`src/rtl/loadstore_unit_pkg.sv`:
```
// Shared definitions for the load/store unit: FUNC3 encodings, FSM states
// and the legality check for a given direction/func3 pair.
package loadstore_unit_pkg;

  localparam logic [2:0] FUNC3_LB  = 3'b000;
  localparam logic [2:0] FUNC3_LH  = 3'b001;
  localparam logic [2:0] FUNC3_LW  = 3'b010;
  localparam logic [2:0] FUNC3_LBU = 3'b100;
  localparam logic [2:0] FUNC3_LHU = 3'b101;
  localparam logic [2:0] FUNC3_SB  = 3'b000;
  localparam logic [2:0] FUNC3_SH  = 3'b001;
  localparam logic [2:0] FUNC3_SW  = 3'b010;

  typedef enum logic [1:0] {
    LSU_IDLE     = 2'd0,
    LSU_REQUEST  = 2'd1,
    LSU_WAIT_ACK = 2'd2,
    LSU_OUTPUT   = 2'd3
  } lsu_state_e;

  function automatic logic func3_legal(input logic we, input logic [2:0] f3);
    if (we)
      return f3 inside {FUNC3_SB, FUNC3_SH, FUNC3_SW};
    else
      return f3 inside {FUNC3_LB, FUNC3_LH, FUNC3_LW, FUNC3_LBU, FUNC3_LHU};
  endfunction

endpackage

```
`src/rtl/loadstore_unit_lane_align.sv`:
```
// Combinational lane handling: byte-select and store-data replication for the
// request side, byte/halfword extraction and extension for the load side.
module lsu_lane_align
  import loadstore_unit_pkg::*;
(
  input  logic        i_we,
  input  logic [2:0]  i_func3,
  input  logic [1:0]  i_addr_lo,
  input  logic [31:0] i_wdata,
  input  logic [2:0]  i_ld_func3,
  input  logic [1:0]  i_ld_addr_lo,
  input  logic [31:0] i_rdata,
  output logic [3:0]  o_sel,
  output logic [31:0] o_wdata,
  output logic        o_fault,
  output logic [31:0] o_rdata
);

  logic [7:0]  w_byte;
  logic [15:0] w_half;

  always_comb begin
    o_sel   = 4'b0000;
    o_wdata = i_wdata;
    o_fault = !func3_legal(i_we, i_func3);
    // func3[1:0] encodes the access size for both loads and stores
    case (i_func3[1:0])
      2'b00: begin
        o_sel   = 4'b0001 << i_addr_lo;
        o_wdata = {4{i_wdata[7:0]}};
      end
      2'b01: begin
        o_sel   = 4'b0011 << {i_addr_lo[1], 1'b0};
        o_wdata = {2{i_wdata[15:0]}};
        o_fault = o_fault | i_addr_lo[0];
      end
      2'b10: begin
        o_sel   = 4'hF;
        o_fault = o_fault | (i_addr_lo != 2'b00);
      end
      default: ;
    endcase
  end

  assign w_byte = i_rdata[{i_ld_addr_lo, 3'b000} +: 8];
  assign w_half = i_rdata[{i_ld_addr_lo[1], 4'b0000} +: 16];

  always_comb begin
    case (i_ld_func3)
      FUNC3_LB:  o_rdata = {{24{w_byte[7]}}, w_byte};
      FUNC3_LBU: o_rdata = {24'h000000, w_byte};
      FUNC3_LH:  o_rdata = {{16{w_half[15]}}, w_half};
      FUNC3_LHU: o_rdata = {16'h0000, w_half};
      default:   o_rdata = i_rdata;
    endcase
  end

endmodule

```
`src/rtl/loadstore_unit.sv`:
```
// Memory-access stage: accepts one instruction at a time, runs a single
// Wishbone pipelined transfer for loads/stores and presents writeback data.
module loadstore_unit
  import loadstore_unit_pkg::*;
#(
  parameter int ACK_TIMEOUT = 255
) (
  input  logic        clk_i,
  input  logic        rst_i,
  input  logic        input_valid_i,
  output logic        input_ready_o,
  input  logic        mem_enable_i,
  input  logic        mem_we_i,
  input  logic [2:0]  func3_i,
  input  logic [31:0] addr_i,
  input  logic [31:0] wdata_i,
  input  logic [31:0] result_i,
  input  logic        reg_write_i,
  input  logic [4:0]  reg_addr_i,
  output logic        output_valid_o,
  output logic        reg_write_o,
  output logic [4:0]  reg_addr_o,
  output logic [31:0] reg_data_o,
  output logic        misaligned_o,
  output logic        bus_error_o,
  output logic [31:0] wb_adr_o,
  output logic [31:0] wb_dat_o,
  input  logic [31:0] wb_dat_i,
  output logic        wb_we_o,
  output logic [3:0]  wb_sel_o,
  output logic        wb_stb_o,
  output logic        wb_cyc_o,
  input  logic        wb_stall_i,
  input  logic        wb_ack_i
);

  localparam int CW = (ACK_TIMEOUT > 1) ? $clog2(ACK_TIMEOUT) : 1;

  lsu_state_e    r_state;
  logic [CW-1:0] r_count;
  logic [2:0]    r_ld_func3;
  logic [1:0]    r_ld_addr_lo;
  logic          r_pend_write;
  logic          r_output_valid;
  logic          r_reg_write;
  logic [4:0]    r_reg_addr;
  logic [31:0]   r_reg_data;
  logic          r_misaligned;
  logic          r_bus_error;
  logic [31:0]   r_wb_adr;
  logic [31:0]   r_wb_dat;
  logic          r_wb_we;
  logic [3:0]    r_wb_sel;
  logic          r_wb_stb;
  logic          r_wb_cyc;

  logic [3:0]    w_sel;
  logic [31:0]   w_wdata;
  logic          w_fault;
  logic [31:0]   w_ld_data;
  logic          w_timeout;
  logic          w_ack_taken;

  lsu_lane_align u_lane_align (
    .i_we         (mem_we_i),
    .i_func3      (func3_i),
    .i_addr_lo    (addr_i[1:0]),
    .i_wdata      (wdata_i),
    .i_ld_func3   (r_ld_func3),
    .i_ld_addr_lo (r_ld_addr_lo),
    .i_rdata      (wb_dat_i),
    .o_sel        (w_sel),
    .o_wdata      (w_wdata),
    .o_fault      (w_fault),
    .o_rdata      (w_ld_data)
  );

  assign w_timeout   = (ACK_TIMEOUT != 0) && (r_count == CW'(ACK_TIMEOUT - 1));
  // An ack only counts once the request has left the stalled REQUEST phase
  assign w_ack_taken = wb_ack_i && ((r_state == LSU_WAIT_ACK) || !wb_stall_i);

  always_ff @(posedge clk_i or posedge rst_i) begin
    if (rst_i) begin
      r_state        <= LSU_IDLE;
      r_count        <= '0;
      r_ld_func3     <= 3'b000;
      r_ld_addr_lo   <= 2'b00;
      r_pend_write   <= 1'b0;
      r_output_valid <= 1'b0;
      r_reg_write    <= 1'b0;
      r_reg_addr     <= 5'd0;
      r_reg_data     <= 32'd0;
      r_misaligned   <= 1'b0;
      r_bus_error    <= 1'b0;
      r_wb_adr       <= 32'd0;
      r_wb_dat       <= 32'd0;
      r_wb_we        <= 1'b0;
      r_wb_sel       <= 4'b0000;
      r_wb_stb       <= 1'b0;
      r_wb_cyc       <= 1'b0;
    end else begin
      r_output_valid <= 1'b0;
      case (r_state)
        LSU_IDLE: begin
          if (input_valid_i) begin
            r_reg_addr   <= reg_addr_i;
            r_ld_func3   <= func3_i;
            r_ld_addr_lo <= addr_i[1:0];
            r_count      <= '0;
            r_misaligned <= 1'b0;
            r_bus_error  <= 1'b0;
            if (!mem_enable_i) begin
              r_output_valid <= 1'b1;
              r_reg_write    <= reg_write_i;
              r_reg_data     <= result_i;
              r_state        <= LSU_OUTPUT;
            end else if (w_fault) begin
              r_output_valid <= 1'b1;
              r_reg_write    <= 1'b0;
              r_reg_data     <= 32'd0;
              r_misaligned   <= 1'b1;
              r_state        <= LSU_OUTPUT;
            end else begin
              r_wb_cyc     <= 1'b1;
              r_wb_stb     <= 1'b1;
              r_wb_adr     <= {addr_i[31:2], 2'b00};
              r_wb_dat     <= w_wdata;
              r_wb_sel     <= w_sel;
              r_wb_we      <= mem_we_i;
              r_pend_write <= reg_write_i & ~mem_we_i;
              r_state      <= LSU_REQUEST;
            end
          end
        end
        LSU_REQUEST, LSU_WAIT_ACK: begin
          if (w_ack_taken) begin
            r_wb_cyc       <= 1'b0;
            r_wb_stb       <= 1'b0;
            r_output_valid <= 1'b1;
            r_reg_write    <= r_pend_write;
            r_reg_data     <= r_wb_we ? 32'd0 : w_ld_data;
            r_state        <= LSU_OUTPUT;
          end else if (w_timeout) begin
            r_wb_cyc       <= 1'b0;
            r_wb_stb       <= 1'b0;
            r_output_valid <= 1'b1;
            r_reg_write    <= 1'b0;
            r_reg_data     <= 32'd0;
            r_bus_error    <= 1'b1;
            r_state        <= LSU_OUTPUT;
          end else begin
            r_count <= r_count + 1'b1;
            if ((r_state == LSU_REQUEST) && !wb_stall_i) begin
              r_wb_stb <= 1'b0;
              r_state  <= LSU_WAIT_ACK;
            end
          end
        end
        LSU_OUTPUT: r_state <= LSU_IDLE;
        default:    r_state <= LSU_IDLE;
      endcase
    end
  end

  assign input_ready_o  = (r_state == LSU_IDLE);
  assign output_valid_o = r_output_valid;
  assign reg_write_o    = r_reg_write;
  assign reg_addr_o     = r_reg_addr;
  assign reg_data_o     = r_reg_data;
  assign misaligned_o   = r_misaligned;
  assign bus_error_o    = r_bus_error;
  assign wb_adr_o       = r_wb_adr;
  assign wb_dat_o       = r_wb_dat;
  assign wb_we_o        = r_wb_we;
  assign wb_sel_o       = r_wb_sel;
  assign wb_stb_o       = r_wb_stb;
  assign wb_cyc_o       = r_wb_cyc;

endmodule

```
`config.mk`:
```
export PLATFORM = sky130hd
export DESIGN_NAME = loadstore_unit
export DESIGN_NICKNAME = d
export VERILOG_FILES = /design/src/rtl/loadstore_unit_pkg.sv /design/src/rtl/loadstore_unit_lane_align.sv /design/src/rtl/loadstore_unit.sv
export SDC_FILE = /design/constraint.sdc
export NUM_CORES = 1
export LEC_CHECK = 0
export BUFFER_PORTS_ARGS = -buffer_cell sky130_fd_sc_hd__buf_2
export CORE_AREA = 3 3 129 106
export DETAILED_ROUTE_END_ITERATION = 7
export DIE_AREA = 0 0 132 109
export HOLD_SLACK_MARGIN = 0.03
export PLACE_DENSITY = 0.95
export SLEW_MARGIN = 20
export SYNTH_ARGS = -nofsm -noshare
export SYNTH_HDL_FRONTEND = slang
export SYNTH_SLANG_ARGS = --single-unit
```
`constraint.sdc`:
```
create_clock -name clk_i -period 12.1 [get_ports clk_i]
set_clock_uncertainty 0.1 [all_clocks]
set_input_delay 2.42 -clock clk_i [delete_from_list [all_inputs] [get_ports clk_i]]
set_output_delay 2.42 -clock clk_i [all_outputs]
set_load 0.01 [all_outputs]
```
==> results.sh <==
export IMPL_outcome="finished clean"
export IMPL_grt_overflow=0
export IMPL_combPwrFrac_pct=44.0
export IMPL_p_switching_mw=0.824
export IMPL_hpwl_um=14400
export IMPL_wl_um=19700
export IMPL_fmax_mhz=199
export IMPL_die_area_um2=14400
export IMPL_clk_latency_ps=400
export IMPL_p_int_mw=1.32
export IMPL_final_setup_tns_ps=0
export IMPL_synth_top_area_share_pct=48.2
export IMPL_cts_tree="built"
export IMPL_synth_seq_cells=126
export IMPL_gp_congestion=0.883
export IMPL_vias=5795
export IMPL_grt_max_degree=99
export IMPL_syn2layout_area_growth_pct=28.7
export IMPL_cts_buffers_inserted=17
export IMPL_drv_cap=0
export IMPL_cts_repair_resized=0
export IMPL_timing_hold_ws_ps=380
export IMPL_grt_pass1_wl_um=30500
export IMPL_fin_crit_sh_pct=41.5
export IMPL_async_flop_share_pct=100
export IMPL_p_seq_share_pct=33.3
export IMPL_ctsRootBufferMaster="clkbuf_16"
export IMPL_core_area_um2=12300
export IMPL_numClockSinks=126
export IMPL_synth_seq_area_share_pct=48.2
export IMPL_synthTopCellsByArea="dfrtp_1 48%, mux2_2 9.6%, mux2_4 3.9%"
export IMPL_max_stage_delay_ps=610
export IMPL_num_rows=36
export IMPL_viasPerCell=5.77
export IMPL_synth_main_ff_cell="dfrtp_1"
export IMPL_fp_dieW_um=132
export IMPL_slew_viol_final=0
export IMPL_clk_pin_slew_worst_paths_ps=60
export IMPL_grt_usage_pct=26.9
export IMPL_post_synth_top_count_cell="dfrtp_1"
export IMPL_cts_hold_buf=0
export IMPL_ir_drop_mv=0.138
export IMPL_switching_share_pct=38.5
export IMPL_worst_pin_slew_ps=978
export IMPL_drt_iter0_drc=326
export IMPL_regArea_um2=3150
export IMPL_wl_per_cell_um=19.6
export IMPL_final_nets=975
export IMPL_avgSynthCellArea_um2=11.2
export IMPL_die_y_um=109
export IMPL_power_leakage_nw=4.26
export IMPL_slew_headroom_pct=34.8
export IMPL_cpMaxStageDelayCell="ha_1"
export IMPL_crit_required_ps=12290
export IMPL_yosys_warnings=0
export IMPL_end_kind="flop"
export IMPL_io_buffers=254
export IMPL_critical_path_class="input port to flop"
export IMPL_ys_types=60
export IMPL_synth_area_um2=6550
export IMPL_pin_count=257
export IMPL_ctsLongestPathBuffers=2
export IMPL_ant_nets=0
export IMPL_start_util_pct=53.2
export IMPL_grt_pass1_vias=5904
export IMPL_power_per_cell_area_nw_per_um2=254
export IMPL_htree_levels=4
export IMPL_finalSetupViolCount=0
export IMPL_antenna_found_initial=2
export IMPL_yosys_area_top_type="dfrtp_1"
export IMPL_drive_gt1_share_pct=45.3
export IMPL_fill_cells=879
export IMPL_synth_commonest_cells="126 x dfrtp_1, 56 x mux2_2, 48 x nand2_1"
export IMPL_min_period_ps=5030
export IMPL_critPathArrivalTime_ps=5220
export IMPL_multi_input_area_um2=3110
export IMPL_rsz0062_at_grt="false"
export IMPL_cp_cell_sequence="buf_2 > inv_1 > ha_1 > o21bai_1 > a221oi_4 > nand2_2 > o21ai_4 > buf_4 > mux2_2"
export IMPL_synth_edf_count=0
export IMPL_crit_fanout=33
export IMPL_startpoint_type="input port"
export IMPL_clkPwrFrac_pct=22.7
export IMPL_drc=0
export IMPL_hold_violations=0
export IMPL_drtPass1Iterations=6
export IMPL_syn_inst=583
export IMPL_min_path_type="flop to flop"
export IMPL_cts_setup_buffers=0
==> power by group through the flow <==
stage / combinational (mW) / sequential (mW) / clock (mW)
floorplan: 0.579 / 0.763 / 0
global placement: 0.895 / 0.711 / 0
detailed placement: 0.929 / 0.719 / 0
CTS: 0.934 / 0.717 / 0.492
global route: 1.02 / 0.733 / 0.510
finish: 0.941 / 0.714 / 0.486
==> routing by layer <==
| layer | track usage, % | part of all wire [%] | up-vias |
|---|---|---|---|
| met2 | 45.6 | 49 | 318 |
| met5 | 0 | 0.056 | - |
| met1 | 32.8 | 39 | 2816 |
| met3 | 8.44 | 9.3 | 40 |
| met4 | 9.75 | 2.3 | 2 |
| li1 | - | - | 2619 |
==> placed cells by master, fill, tap and decap left out, drive strengths merged, types with 3 or more instances in the layout <==
cell type,Yosys,final
a22oi,11,11
clkbuf,15,18
a21o,3,3
buf,27,260
nand2,49,49
clkinv,0,3
nor2b,5,5
ha,10,10
a21oi,29,29
nor2,15,15
a21boi,6,6
mux2,79,79
a31oi,8,8
o21ai,46,46
inv,17,23
o211ai,6,6
nand2b,15,15
o22ai,3,3
nor3,3,3
o31ai,4,4
nand3,8,8
mux2i,15,15
a221o,16,16
o221ai,5,5
clkinvlp,0,3
xnor2,6,6
a211oi,6,6
nor4,3,3
a221oi,7,7
a22o,14,14
dfrtp,126,126
nor3b,8,8
==> kinds of logic after synthesis <==
group	share of synthesized area, %
flops	48.2
xor+xnor	0.803
simple gates	9.58
mux	16.9
other cells	0.0573
buf+inv	4.63
compound gates	18.0
fa+ha+maj	1.91
==> worst paths after layout <==
kind                                          start  slack, ps  depth (start not counted)                          to
setup / recovery                         func3_i[1]       7070                          9  reg_data_o[19]$_DFFE_PP0P_
hold reg to reg            misaligned_o$_DFFE_PP0P_        380                          2    misaligned_o$_DFFE_PP0P_
hold / removal             misaligned_o$_DFFE_PP0P_        380                          2    misaligned_o$_DFFE_PP0P_
min in group asynchronous                     rst_i       2130                          2  reg_data_o[31]$_DFFE_PP0P_
setup reg to reg             r_state[1]$_DFFE_PP0P_       8990                          6  reg_data_o[23]$_DFFE_PP0P_
max in group asynchronous                     rst_i       8600                          3      r_state[0]$_DFFE_PP0P_
==> state kept, by name, summed over array words and instances (netlist names), 2 cells and up <==
name          flops
wb_adr_o         30
r_ld_func3        3
reg_data_o       32
r_count           8
wb_dat_o         32
r_state           2
reg_addr_o        5
wb_sel_o          4
r_ld_addr_lo      2
==> layout make-up <==
class | count | share of cell area [%]
multi-input cells | 399 | 36.9
clock inverters | 13 | 1.56
diodes | 1 | 0.0297
well taps | 171 | 2.54
clock buffers | 18 | 5.09
flip-flops and latches | 126 | 37.4
inverters | 17 | 0.787
repair buffers | 260 | 15.7
==> metrics by stage <==
stage / area [um2] / worst slack (ps) / utilization [%] / power (mW) / instances
2_1_floorplan: 6550 / 6220 / - / 1.34 / 584
3_3_place_gp: 7850 / 6830 / 63.8 / 1.61 / 972
3_5_place_dp: 7850 / 6730 / 63.8 / 1.65 / 972
4_1_cts: 8410 / 7140 / 68.4 / 2.14 / 1003
5_1_grt: 8420 / 6920 / 68.5 / 2.27 / 1005
6_report: 8420 / 7070 / 68.5 / 2.14 / 1005
==> critical path, delay by kind of cell <==
family | cells | cell delay, ps
AOI/OAI and AO/OA | 3 | 800
buffers and inverters | 3 | 790
adders and majority gates | 1 | 610
muxes | 1 | 400
and+or+nand+nor | 1 | 150
(Power assumes the default switching activity.)
